File: config.mk
export PLATFORM = sky130hd
export DESIGN_NAME = erase_sched_flat
export DESIGN_NICKNAME = d
export VERILOG_FILES = /design/src/rtl/erase_sched_if.sv /design/src/rtl/erase_sched.sv /design/src/flat_wrapper.sv
export SDC_FILE = /design/constraint.sdc
export NUM_CORES = 1
export LEC_CHECK = 0
export ABC_AREA = 1
export CAP_MARGIN = 20
export CORE_AREA = 5 5 92 128
export CTS_BUF_LIST = sky130_fd_sc_hd__clkbuf_8
export CTS_CLUSTER_SIZE = 16
export DETAILED_ROUTE_END_ITERATION = 10
export DIE_AREA = 0 0 97 133
export PLACE_DENSITY = 0.95
export SLEW_MARGIN = 20
export SYNTH_ARGS = -nofsm -noshare
export SYNTH_HDL_FRONTEND = slang
export SYNTH_SLANG_ARGS = --single-unit
File: constraint.sdc
create_clock -name clk -period 2.3 [get_ports clk]
set_input_delay 0.345 -clock clk [delete_from_list [all_inputs] [get_ports clk]]
set_output_delay 0.345 -clock clk [all_outputs]
set_load 0.01 [all_outputs]
File: src/rtl/erase_sched_if.sv
// Flash-side bundle of the erase scheduler: page-erase handshake towards
// erase_flash plus the bad-block-table write port.
interface erase_sched_if;
  logic        en_erase_page;
  logic [23:0] erase_addr_row;
  logic [1:0]  erase_addr_row_error;
  logic [1:0]  erase_success;
  logic        bbt_wr_en;
  logic [11:0] bbt_wr_addr;
  logic        bbt_wr_data;

  modport master (
    output en_erase_page, erase_addr_row, bbt_wr_en, bbt_wr_addr, bbt_wr_data,
    input  erase_addr_row_error, erase_success
  );

  modport slave (
    input  en_erase_page, erase_addr_row, bbt_wr_en, bbt_wr_addr, bbt_wr_data,
    output erase_addr_row_error, erase_success
  );
endinterface

File: src/rtl/erase_sched.sv
// Multi-block erase scheduler: walks a block range, drives erase_flash per block,
// skips bad blocks, optionally marks failed blocks bad, and keeps statistics.
module erase_sched #(
  parameter logic [19:0] TIMEOUT_CYCLES = 20'd500000
) (
  input  logic                clk,
  input  logic                rst,
  input  logic                start,
  input  logic [11:0]         first_block,
  input  logic [12:0]         block_count,
  input  logic                mark_bad_en,
  input  logic                abort,
  erase_sched_if.master       fl,
  output logic                busy,
  output logic                done,
  output logic [12:0]         erased_cnt,
  output logic [12:0]         skipped_cnt,
  output logic [12:0]         failed_cnt,
  output logic                timeout_flag
);

  typedef enum logic [2:0] {IDLE, CHECK, ERASE, MARK, GAP, DONE} state_t;

  state_t      state_reg, state_next;
  logic [11:0] block_reg;
  logic [12:0] remaining_reg;
  logic [19:0] tmo_reg;
  logic        mark_reg;
  logic [12:0] erased_reg, skipped_reg, failed_reg;
  logic        timeout_reg;

  logic        accept, skip_hit, pass_hit, fail_hit, tmo_hit;

  assign accept = (state_reg == IDLE) && start;

  always_comb begin
    state_next = state_reg;
    skip_hit   = 1'b0;
    pass_hit   = 1'b0;
    fail_hit   = 1'b0;
    tmo_hit    = 1'b0;
    case (state_reg)
      IDLE: begin
        if (start) state_next = (block_count == 13'd0) ? DONE : CHECK;
      end
      CHECK: begin
        if (fl.erase_addr_row_error == 2'd2) begin
          skip_hit   = 1'b1;
          state_next = GAP;
        end else if (fl.erase_addr_row_error == 2'd1) begin
          state_next = ERASE;
        end
      end
      ERASE: begin
        if (fl.erase_success == 2'd1) begin
          pass_hit   = 1'b1;
          state_next = GAP;
        end else if (fl.erase_success == 2'd2) begin
          fail_hit   = 1'b1;
          state_next = MARK;
        end else if (fl.erase_success == 2'd0 && tmo_reg == TIMEOUT_CYCLES - 20'd1) begin
          tmo_hit    = 1'b1;
          state_next = MARK;
        end
      end
      MARK:  state_next = GAP;
      // abort is only honoured here, so a started physical erase always finishes
      GAP:   state_next = (remaining_reg == 13'd1 || abort) ? DONE : CHECK;
      DONE:  state_next = IDLE;
      default: state_next = IDLE;
    endcase
  end

  always_ff @(posedge clk or negedge rst) begin
    if (!rst) begin
      state_reg     <= IDLE;
      block_reg     <= 12'd0;
      remaining_reg <= 13'd0;
      tmo_reg       <= 20'd0;
      mark_reg      <= 1'b0;
      erased_reg    <= 13'd0;
      skipped_reg   <= 13'd0;
      failed_reg    <= 13'd0;
      timeout_reg   <= 1'b0;
    end else begin
      state_reg <= state_next;
      if (accept) begin
        block_reg     <= first_block;
        remaining_reg <= block_count;
        mark_reg      <= mark_bad_en;
        erased_reg    <= 13'd0;
        skipped_reg   <= 13'd0;
        failed_reg    <= 13'd0;
        timeout_reg   <= 1'b0;
      end else begin
        if (pass_hit) erased_reg <= erased_reg + 13'd1;
        if (skip_hit) skipped_reg <= skipped_reg + 13'd1;
        if (fail_hit || tmo_hit) failed_reg <= failed_reg + 13'd1;
        if (tmo_hit) timeout_reg <= 1'b1;
      end
      if (state_reg == CHECK) tmo_reg <= 20'd0;
      else if (state_reg == ERASE) tmo_reg <= tmo_reg + 20'd1;
      if (state_reg == GAP) begin
        remaining_reg <= remaining_reg - 13'd1;
        block_reg     <= block_reg + 12'd1;
      end
    end
  end

  assign fl.en_erase_page  = (state_reg == CHECK) || (state_reg == ERASE);
  assign fl.erase_addr_row = {5'b0, block_reg, 7'b0};
  assign fl.bbt_wr_en      = (state_reg == MARK) && mark_reg;
  assign fl.bbt_wr_addr    = block_reg;
  assign fl.bbt_wr_data    = 1'b1;

  assign busy         = (state_reg != IDLE);
  assign done         = (state_reg == DONE);
  assign erased_cnt   = erased_reg;
  assign skipped_cnt  = skipped_reg;
  assign failed_cnt   = failed_reg;
  assign timeout_flag = timeout_reg;

endmodule

File: src/flat_wrapper.sv
// flat-port wrapper written by rule: the top's interface ports become plain ports
module erase_sched_flat 
#(
  parameter logic [19:0] TIMEOUT_CYCLES = 20'd500000
)
  (clk, rst, start, first_block, block_count, mark_bad_en, abort, busy, done, erased_cnt, skipped_cnt, failed_cnt, timeout_flag, fl_en_erase_page, fl_erase_addr_row, fl_bbt_wr_en, fl_bbt_wr_addr, fl_bbt_wr_data, fl_erase_addr_row_error, fl_erase_success);
  erase_sched_if fl_i ();
  input  logic clk;
  input  logic rst;
  input  logic start;
  input  logic [11:0] first_block;
  input  logic [12:0] block_count;
  input  logic mark_bad_en;
  input  logic abort;
  output logic busy;
  output logic done;
  output logic [12:0] erased_cnt;
  output logic [12:0] skipped_cnt;
  output logic [12:0] failed_cnt;
  output logic timeout_flag;
  output wire logic [$bits(fl_i.en_erase_page)-1:0] fl_en_erase_page;
  output wire logic [$bits(fl_i.erase_addr_row)-1:0] fl_erase_addr_row;
  output wire logic [$bits(fl_i.bbt_wr_en)-1:0] fl_bbt_wr_en;
  output wire logic [$bits(fl_i.bbt_wr_addr)-1:0] fl_bbt_wr_addr;
  output wire logic [$bits(fl_i.bbt_wr_data)-1:0] fl_bbt_wr_data;
  input wire logic [$bits(fl_i.erase_addr_row_error)-1:0] fl_erase_addr_row_error;
  input wire logic [$bits(fl_i.erase_success)-1:0] fl_erase_success;
  assign fl_en_erase_page = fl_i.en_erase_page;
  assign fl_erase_addr_row = fl_i.erase_addr_row;
  assign fl_bbt_wr_en = fl_i.bbt_wr_en;
  assign fl_bbt_wr_addr = fl_i.bbt_wr_addr;
  assign fl_bbt_wr_data = fl_i.bbt_wr_data;
  assign fl_i.erase_addr_row_error = fl_erase_addr_row_error;
  assign fl_i.erase_success = fl_erase_success;
  erase_sched #(.TIMEOUT_CYCLES(TIMEOUT_CYCLES)) u_core (.clk(clk), .rst(rst), .start(start), .first_block(first_block), .block_count(block_count), .mark_bad_en(mark_bad_en), .abort(abort), .fl(fl_i), .busy(busy), .done(done), .erased_cnt(erased_cnt), .skipped_cnt(skipped_cnt), .failed_cnt(failed_cnt), .timeout_flag(timeout_flag));
endmodule
**After elaboration in Yosys (flattened, before gate mapping)**

Index checks and enable logic that the tools add are counted.

- ROM bits: 0
- Logic and storage cells: 80
- Memories kept: 0
- Memory bits (writable): 0
- Flip-flop bits (word level): 89
- Bits in latches: 0
- Bits of input ports: 34
- Output and inout bits: 81

- Eq/ne operators: 14
- Multiply operators: 0
- Shift-type cells: 0
- $add $sub $neg: 6
- Divide/modulo/power cells: 0
- Reductions and logical operators: 17
- Bitwise operators: 0
- $lt $le $gt $ge: 0
- Mux-type cells: 34

Operators with widths:

| kind | count |
|---|---|
| $mux 13 | 8 |
| $mux 20 | 2 |
| $add 13x1->13 const B | 3 |
| $mux 12 | 2 |
| $mux 3 | 8 |
| $add 20x1->20 const B | 1 |
| $eq 20x19->1 const B | 1 |
| $pmux 3 s5 | 1 |
| $eq 13x1->1 const B | 1 |
| $logic_not 13->1 | 1 |
| $mux 1 | 13 |
| $sub 13x1->13 const B | 1 |
| $add 12x1->12 const B | 1 |
| $reduce_bool 2->1 | 6 |
| $eq 3x2->1 const B | 2 |
| $eq 3x3->1 const B | 2 |
| $eq 2x1->1 const B | 2 |
| $eq 2x2->1 const B | 2 |
| $ne 4x1->1 const B | 1 |
| $eq 3x1->1 const B | 1 |
| $logic_and 1x1->1 | 3 |
| $logic_not 3->1 | 1 |
| $logic_or 1x1->1 | 3 |
| $ne 3x1->1 const B | 1 |
| 4 further kinds | 4 |

**Depth between registers and ports, before layout**

Gate-level depths: netlist (run 1).

- Depth after elaboration: 9
- Depth in mapped cells: 11
- Depth with buffers taken out: 10

**Worst setup path after synthesis (run 1)**

No wires, ideal clock.

- Path type: reg-to-reg
- Start point: register u_core.tmo_reg[1]
- End point: register u_core.failed_reg[9], in the netlist u_core.failed_cnt[9]
- Arrival: 1.403 ns
- Setup time: 0.117 ns
- Setup slack: 0.780 ns
- Clock period less this slack: 1.520 ns
- Data required time: 2.183 ns
- Buffers on the path: 1
- Stages on the path, launching flop included: 10
- Cells stage by stage: dfrtp_1 ha_1 nand2_2 nor2_4 nand3_2 nor2_2 nand3_4 buf_4 nand3_1 nand2_1

- Cells in the longest elaborated chain, start to end: 8

Ends and longest elaborated chain:

| what | RTL line | text |
|---|---|---|
| start: declaration | erase_sched.sv:27 | `logic [19:0] tmo_reg;` |
| start signal: assignment | erase_sched.sv:102 | `else if (state_reg == ERASE) tmo_reg <= tmo_reg + 20'd1;` |
| $eq 20x19->1 | erase_sched.sv:61 | `end else if (fl.erase_success == 2'd0 && tmo_reg == TIMEOUT_CYCLES - 20'd1) begin` |
| $logic_and 1x1->1 | erase_sched.sv:61 |  |
| $mux 1 | erase_sched.sv:61 |  |
| $mux 1 | erase_sched.sv:58 | `end else if (fl.erase_success == 2'd2) begin` |
| $mux 1 | erase_sched.sv:55 | `if (fl.erase_success == 2'd1) begin` |
| $mux 1 | erase_sched.sv:42 | `case (state_reg)` |
| $logic_or 1x1->1 | erase_sched.sv:98 | `if (fail_hit \|\| tmo_hit) failed_reg <= failed_reg + 13'd1;` |
| $reduce_bool 2->1 (no source line) | - |  |
| end signal: assignment | erase_sched.sv:98 |  |
| end: declaration | erase_sched.sv:29 | `logic [12:0] erased_reg, skipped_reg, failed_reg;` |

Every way passes these cells.
A chain may end at the register's enable or synchronous reset.

**Final worst setup path (run 1)**

- Start point: register u_core.state_reg[2]
- End point: output fl_en_erase_page

- Cells in the longest elaborated chain, start to end: 2
- Elaborated cells on any way between the ends: 3
- Classes of those cells: 2 x eq/ne; 1 x reduce/logical

Ends and longest elaborated chain:

| what | RTL line | text |
|---|---|---|
| start: declaration | erase_sched.sv:24 | `state_t state_reg, state_next;` |
| start signal: assignment | erase_sched.sv:86 | `state_reg <= state_next;` |
| $eq 3x1->1 or $eq 3x2->1 (tied branches) | erase_sched.sv:110 | `assign fl.en_erase_page = (state_reg == CHECK) \|\| (state_reg == ERASE);` |
| $logic_or 1x1->1 * | erase_sched.sv:110 |  |
| end: declaration | flat_wrapper.sv:21 | `output wire logic [$bits(fl_i.en_erase_page)-1:0] fl_en_erase_page;` |

Mark *: on every way between the ends. The rest lies on a longest branch, timed or not.

==> results_dict.tcl, run 1 <==
set metrics [dict create \
    initialDrtViolationCount 333 \
    detailed_placement_hpwl_um 10900 \
    top_level_ports 115 \
    syn_area_um2 5930 \
    critPathMaxStageDelay_ns 0.56 \
    first_global_vias 5472 \
    grt_use_total_pct 22.7 \
    grt_remaining_overflow 0 \
    worstReg2RegEnd "u_core.failed_cnt[5]$_DFFE_PN0P_" \
    power.switching_w 0.00283 \
    synth-edff-count 0 \
    setup.worst_path.start "u_core.state_reg[2]$_DFFE_PN0P_" \
    grt_first_pass_wirelength_um 24500 \
    intPower_w 0.00364 \
    nets 991 \
    die_height_um 133 \
    status "finished, final reports clean" \
    worstRegToRegCells 9 \
    setup_viol 0 \
    netlist_top_cells_area "sky130_fd_sc_hd__dfrtp_1 (38%), sky130_fd_sc_hd__nand2_1 (15%), sky130_fd_sc_hd__nor2_1 (8.5%), sky130_fd_sc_hd__nand3_1 (5.9%), sky130_fd_sc_hd__inv_1 (5.1%)" \
    initial_utilization_pct 55.7 \
    largest_register_ff_count 20 \
    syn_inst 858 \
    synth_largest_area_cell "sky130_fd_sc_hd__dfrtp_1" \
    root_buffer_master "sky130_fd_sc_hd__clkbuf_8" \
    cts_tree "done" \
    grt_setup_unrepaired "no" \
    htree_num_levels 3 \
    least_margin_pin_slew_ns 0.735 \
    synth_top_cell_area_share_pct 37.6 \
    post_route_cells_drive_above_1_share_pct 6.62 \
    cts_buffer_depth 2 \
    gp_congestion 0.908 \
    timing.critical_path.required_ns 1.96 \
    synth-seq-area-share_pct 37.6 \
    power.sequential.fraction_pct 35.8 \
    critPathSlowestCell "sky130_fd_sc_hd__clkdlybuf4s50_1" \
    power.density_cell_area_nw_per_um2 908 \
    setup.worst_path.start_class "register" \
    postRouteWirelength_um 14700 \
    min-delay-path-class "primary input to async pin" \
    die_w_um 97 \
    drtPass1Iterations 5 \
    detail-route-antenna-nets 0 \
    detail_route.drc_violations 0 \
    final_min_period_over_clock_period_pct 94.8 \
    worstSetupEndpointType "output pin" \
    combinationalPowerShare_pct 47.3 \
    synth_register_bits 89 \
    final.setup_skew_ns 0.0129 \
    postSynthAreaPerCell_um2 6.91 \
    worst-setup-path-type "register to output pin" \
    postSynth.asyncResetShare_pct 100 \
    timing_hold_violations_final 0 \
    largest_net_degree_at_the_start_of_global_routing 57 \
    clkLatencyLatePin_ns 0.37 \
    timing.slew.headroom_pct 51.0 \
    maximum_clock_frequency_ghz 0.459 \
    clock_sinks 89 \
    placement.io_buffers 101 \
    clk_transition_reported_paths_ns 0.09 \
    r2r-start "u_core.tmo_reg[1]$_DFFE_PN0P_" \
    cap_violations 0 \
    power.share.clock_pct 16.9 \
    drt-vias-per-instance 5.34 \
    synth_ff_type "sky130_fd_sc_hd__dfrtp_1" \
    leakage_nw 3.32 \
    post_synth_most_frequent_cells "sky130_fd_sc_hd__nand2_1 (244), sky130_fd_sc_hd__nor2_1 (134), sky130_fd_sc_hd__dfrtp_1 (89)" \
    reg2reg_setup_slack_ns 0.52 \
    syn_to_final_growth_pct 20.1 \
    cts_post_setup_buffers_inserted 0 \
    post-route-min-period_ns 2.18 \
    cts_buffers 9 \
    peakVddDrop_mv 0.412 \
    timing.setup.tns_ns 0 \
    ys_types 43 \
    rows 45 \
    cells_along_the_critical_path "inv_4, nand3_4, nand2_1, clkdlybuf4s50_1" \
    yosysWarningCount 0 \
    routedWlPerCell_um 13.4 \
    critical_path.n_buffers_inverters 2 \
    post-synth-top-count-cell "sky130_fd_sc_hd__nand2_1" \
    die_area_um2 12900 \
    via_count 5829 \
    swShare_pct 43.8 \
    timing.critical_path.fanout_max 9 \
    antenna_found_initial 0 \
    critPathArrivalTime_ns 1.83 \
    report.final.slew_viol_count 0 \
    finalPower_w 0.00647 \
    antennaDiodeCount 0 \
    crit_family "buffers and inverters" \
    core_area_um2 10600 \
]
-- layout make-up --
type	count	area (um2)
timing repair buffer	110	1090
sequential	89	2230
clock buffer	9	124
inverter	91	350
fill	897	3520
clock inverter	7	70.1
multi-input combinational	645	3080
tap	141	176
-- cell usage in the layout (no fill, tap or decap), types with 2 or more instances in the layout --
cell                                n
sky130_fd_sc_hd__o21ai_0           39
sky130_fd_sc_hd__o21ai_1            5
sky130_fd_sc_hd__nor2_4             2
sky130_fd_sc_hd__nand3_4            2
sky130_fd_sc_hd__conb_1            13
sky130_fd_sc_hd__nand2_1          244
sky130_fd_sc_hd__a22oi_1            2
sky130_fd_sc_hd__clkinv_2           4
sky130_fd_sc_hd__nand2_2            4
sky130_fd_sc_hd__a211oi_1           3
sky130_fd_sc_hd__nor2_1           134
sky130_fd_sc_hd__clkdlybuf4s50_1  100
sky130_fd_sc_hd__or2_2              3
sky130_fd_sc_hd__a31oi_1            4
sky130_fd_sc_hd__o22ai_1            4
sky130_fd_sc_hd__dfrtp_1           88
sky130_fd_sc_hd__inv_1             80
sky130_fd_sc_hd__nor3_1            14
sky130_fd_sc_hd__a21oi_1           24
sky130_fd_sc_hd__o211ai_1           2
sky130_fd_sc_hd__clkbuf_8           9
sky130_fd_sc_hd__inv_2              8
sky130_fd_sc_hd__and3_1             2
sky130_fd_sc_hd__nand3_1           70
sky130_fd_sc_hd__nor2_2             3
sky130_fd_sc_hd__nand2_4            5
sky130_fd_sc_hd__buf_4              9
sky130_fd_sc_hd__clkinv_4           2
sky130_fd_sc_hd__xor2_1            10
sky130_fd_sc_hd__o21bai_1           3
sky130_fd_sc_hd__ha_1              11
sky130_fd_sc_hd__nand4_1           29
sky130_fd_sc_hd__nor2_8             2
sky130_fd_sc_hd__a22o_1             2
-- per-stage QoR --
stage	util, %	instances	setup WS, ns	hold slack, ns	cell area, um2
3_5_place_dp	65.1	1076	0.189	0.455	6920
3_3_place_gp	65.1	1076	0.261	0.454	6920
5_1_grt	66.9	1092	0.00452	0.0674	7120
2_1_floorplan	-	869	0.780	0.0494	5970
4_1_cts	66.9	1092	0.0580	0.0457	7120
6_report	66.9	1092	0.120	0.0274	7120
-- how the worst max path moves through the flow --
stage	to	slack (ns)	cells past startpoint
floorplan	u_core.failed_cnt[9]$_DFFE_PN0P_	0.78	9
global placement	u_core.failed_cnt[12]$_DFFE_PN0P_	0.26	8
detailed placement	u_core.failed_cnt[5]$_DFFE_PN0P_	0.19	8
CTS	fl_en_erase_page	0.06	4
global route	fl_bbt_wr_en	0.005	4
finish	fl_en_erase_page	0.12	4
-- layer usage --
layer | GRT usage [%] | vias up | wire length, um
met1 | 25.4 | 2674 | 5870
met4 | 10.1 | 0 | 350
met5 | 0 | - | 0
met2 | 41.2 | 211 | 7610
met3 | 4.54 | 31 | 830
li1 | - | 2913 | -
-- power by group through the flow --
stage	clock, W	sequential [W]	combinational [W]
floorplan	0	0.00232	0.00203
global placement	0	0.00232	0.00296
detailed placement	0	0.00233	0.00305
CTS	0.00111	0.00230	0.00306
global route	0.00118	0.00237	0.00339
finish	0.00109	0.00232	0.00306
-- cell families (layout without fill, tap and decap cells) --
family                     after synthesis  in the layout  synth area share, %
AOI/OAI and AO/OA                       93             93                 8.86
xor gates and xnor gates                10             10                 1.48
adders and majority gates               11             11                 2.32
buffers and inverters                  135            217                 11.1
DFF                                     89             89                 37.6
other                                    2             13                0.127
and+or+nand+nor                        518            518                 38.5
-- timing repair --
action                                  CTS  global route
endpoints found under the setup margin    0             2
hold buffers                              0             0
hold endpoints to repair                  0             0
gates resized for setup                   0             2
No activity file was read; power rests on OpenSTA's default activity.
==> run 2: changes to the inputs <==
--- a/config.mk
+++ b/config.mk
@@ -7,12 +7,12 @@
 export LEC_CHECK = 0
 export ABC_AREA = 1
 export CAP_MARGIN = 20
-export CORE_AREA = 5 5 92 128
+export CORE_AREA = 5 5 99 139
 export CTS_BUF_LIST = sky130_fd_sc_hd__clkbuf_8
 export CTS_CLUSTER_SIZE = 16
 export DETAILED_ROUTE_END_ITERATION = 10
-export DIE_AREA = 0 0 97 133
-export PLACE_DENSITY = 0.95
+export DIE_AREA = 0 0 104 144
+export PLACE_DENSITY = 0.87
 export SLEW_MARGIN = 20
 export SYNTH_ARGS = -nofsm -noshare
 export SYNTH_HDL_FRONTEND = slang
==> constraint.sdc (replaced) <==
create_clock -name clk -period 1.9 [get_ports clk]
set_input_delay 0.285 -clock clk [delete_from_list [all_inputs] [get_ports clk]]
set_output_delay 0.285 -clock clk [all_outputs]
set_load 0.01 [all_outputs]
==> results_dict.tcl, run 2 (same netlist as run 1, synthesis figures left out) <==
set metrics [dict create \
    die_area_um2 15000 \
    finalInstanceArea_um2 7280 \
    leakage_nw 3.42 \
    top_layer "met4" \
    met2WireLength_um 7840 \
    layout_common_cells "sky130_fd_sc_hd__nand2_1 (243), sky130_fd_sc_hd__nor2_1 (134), sky130_fd_sc_hd__clkdlybuf4s50_1 (96)" \
    critical_path.n_buffers_inverters 2 \
    met1_length_um 6100 \
    clk_transition_reported_paths_ns 0.09 \
    antenna_found_initial 0 \
    postRouteWirelength_um 15100 \
    finalCoreUtilization_pct 58.2 \
    reg2reg_setup_slack_ns 0.16 \
    cap_violations 0 \
    setup.worst_path.start "u_core.state_reg[1]$_DFFE_PN0P_" \
    timing_hold_violations_final 0 \
    critPathArrivalTime_ns 1.51 \
    antennaDiodeCount 0 \
    rows 49 \
    clkLatencyLatePin_ns 0.36 \
    drt-vias-per-instance 5.21 \
    cts_buffer_depth 2 \
    detail_route.drc_violations 0 \
    cells_along_the_critical_path "buf_4, nand3_1, nor2_1, dlygate4sd2_1" \
    mostFrequentLayoutCell "sky130_fd_sc_hd__nand2_1" \
    worst-setup-path-type "register to output pin" \
    post_route_cells_drive_above_1_share_pct 8.17 \
    initialDrtViolationCount 386 \
    dpl-instance-area_um2 7080 \
    crit_family "buffers and inverters" \
    detailed_placement_hpwl_um 11500 \
    drtPass1Iterations 5 \
    cts_buffers 9 \
    nets 1009 \
    largest_register_ff_count 20 \
    first_global_vias 5508 \
    critPathMaxStageDelay_ns 0.45 \
    grt_first_pass_wirelength_um 25300 \
    cts_tree "done" \
    largest_net_degree_at_the_start_of_global_routing 42 \
    sequential_cell_area_um2 2230 \
    r2r-start "u_core.tmo_reg[1]$_DFFE_PN0P_" \
    preCtsSetupSlack_ns -0.0874 \
    peakVddDrop_mv 0.479 \
    worstSetupEndpointType "output pin" \
    initial_utilization_pct 47.4 \
    routedWlPerCell_um 13.5 \
    htree_num_levels 3 \
    via_count 5834 \
    gp_congestion 0.899 \
    detailroute.wirelength.met3_um 812 \
    die_height_um 144 \
    clock_sinks 89 \
    grt_use_total_pct 20.1 \
    timing.critical_path.fanout_max 5 \
    finalHoldWorstSlack_ns 0.374 \
    final_critical_path_setup_slack_ns 0.108 \
    final.fill_count 1170 \
    maximum_clock_frequency_ghz 0.558 \
    detail-route-antenna-nets 0 \
    timing.critical_path.required_ns 1.62 \
    min-delay-path-class "primary input to async pin" \
    placement.io_buffers 101 \
    power.density_cell_area_nw_per_um2 1090 \
    post-route-min-period_ns 1.79 \
    multi_input_comb_area_um2 3090 \
    final.setup_skew_ns 0.00814 \
    critPathSlowestCell "sky130_fd_sc_hd__dfrtp_1" \
    syn_to_final_growth_pct 22.8 \
    root_buffer_master "sky130_fd_sc_hd__clkbuf_8" \
    setup_viol 0 \
    top_level_ports 115 \
    die_w_um 104 \
    status "finished, final reports clean" \
    setup.worst_path.start_class "register" \
    core_area_um2 12500 \
    final_min_period_over_clock_period_pct 94.3 \
    grt_remaining_overflow 0 \
    report.final.slew_viol_count 0 \
]
==> run 2: final timing paths <==
| check | cells past startpoint | to |
|---|---|---|
| min | 2 | u_core.erased_cnt[6]$_DFFE_PN0P_ |
| max in group asynchronous | 3 | u_core.tmo_reg[18]$_DFFE_PN0P_ |
| max reg2reg | 9 | u_core.failed_cnt[0]$_DFFE_PN0P_ |
| min in group clk | 3 | u_core.mark_reg$_DFFE_PN0P_ |
| max | 4 | fl_bbt_wr_en |
| min reg2reg | 2 | u_core.remaining_reg[11]$_DFFE_PN0P_ |
==> run 2: timing repair <==
action                                  CTS  global route
resized for setup                         6             2
hold buffers                              1             0
endpoints found under the hold margin    22             0
endpoints found under the setup margin    4            14
setup buffers                             0             0
==> run 2: routing by layer <==
metal | GRT usage (%) | up-vias
met2 | 37.1 | 184
met4 | 8.05 | 0
met3 | 2.95 | 30
met1 | 23.5 | 2687
met5 | 0 | -
li1 | - | 2933
==> run 2: where the power goes <==
group          internal, W  leakage [nW]  switching (W)
sequential         0.00230          1.18       0.000494
combinational      0.00160          2.15        0.00225
clock             0.000623        0.0954       0.000657
total              0.00452          3.42        0.00340
==> run 2: cell type report <==
type                       instances  area share (%)
clock inverter                     4           0.636
timing repair buffer             128            16.9
clock buffer                      10            1.89
tap                              153            2.63
sequential                        89            30.6
multi-input combinational        645            42.5
inverter                          91            4.81
==> run 2: stage by stage <==
step,setup TNS (ns),std cells,total power [W]
final,0,1120,0.00792
after CTS,0,1120,0.00794
after detailed placement,-0.948,1105,0.00667
after floorplan,0,869,0.00527
after global placement,0,1105,0.00657
after global routing,-0.0229,1120,0.00849
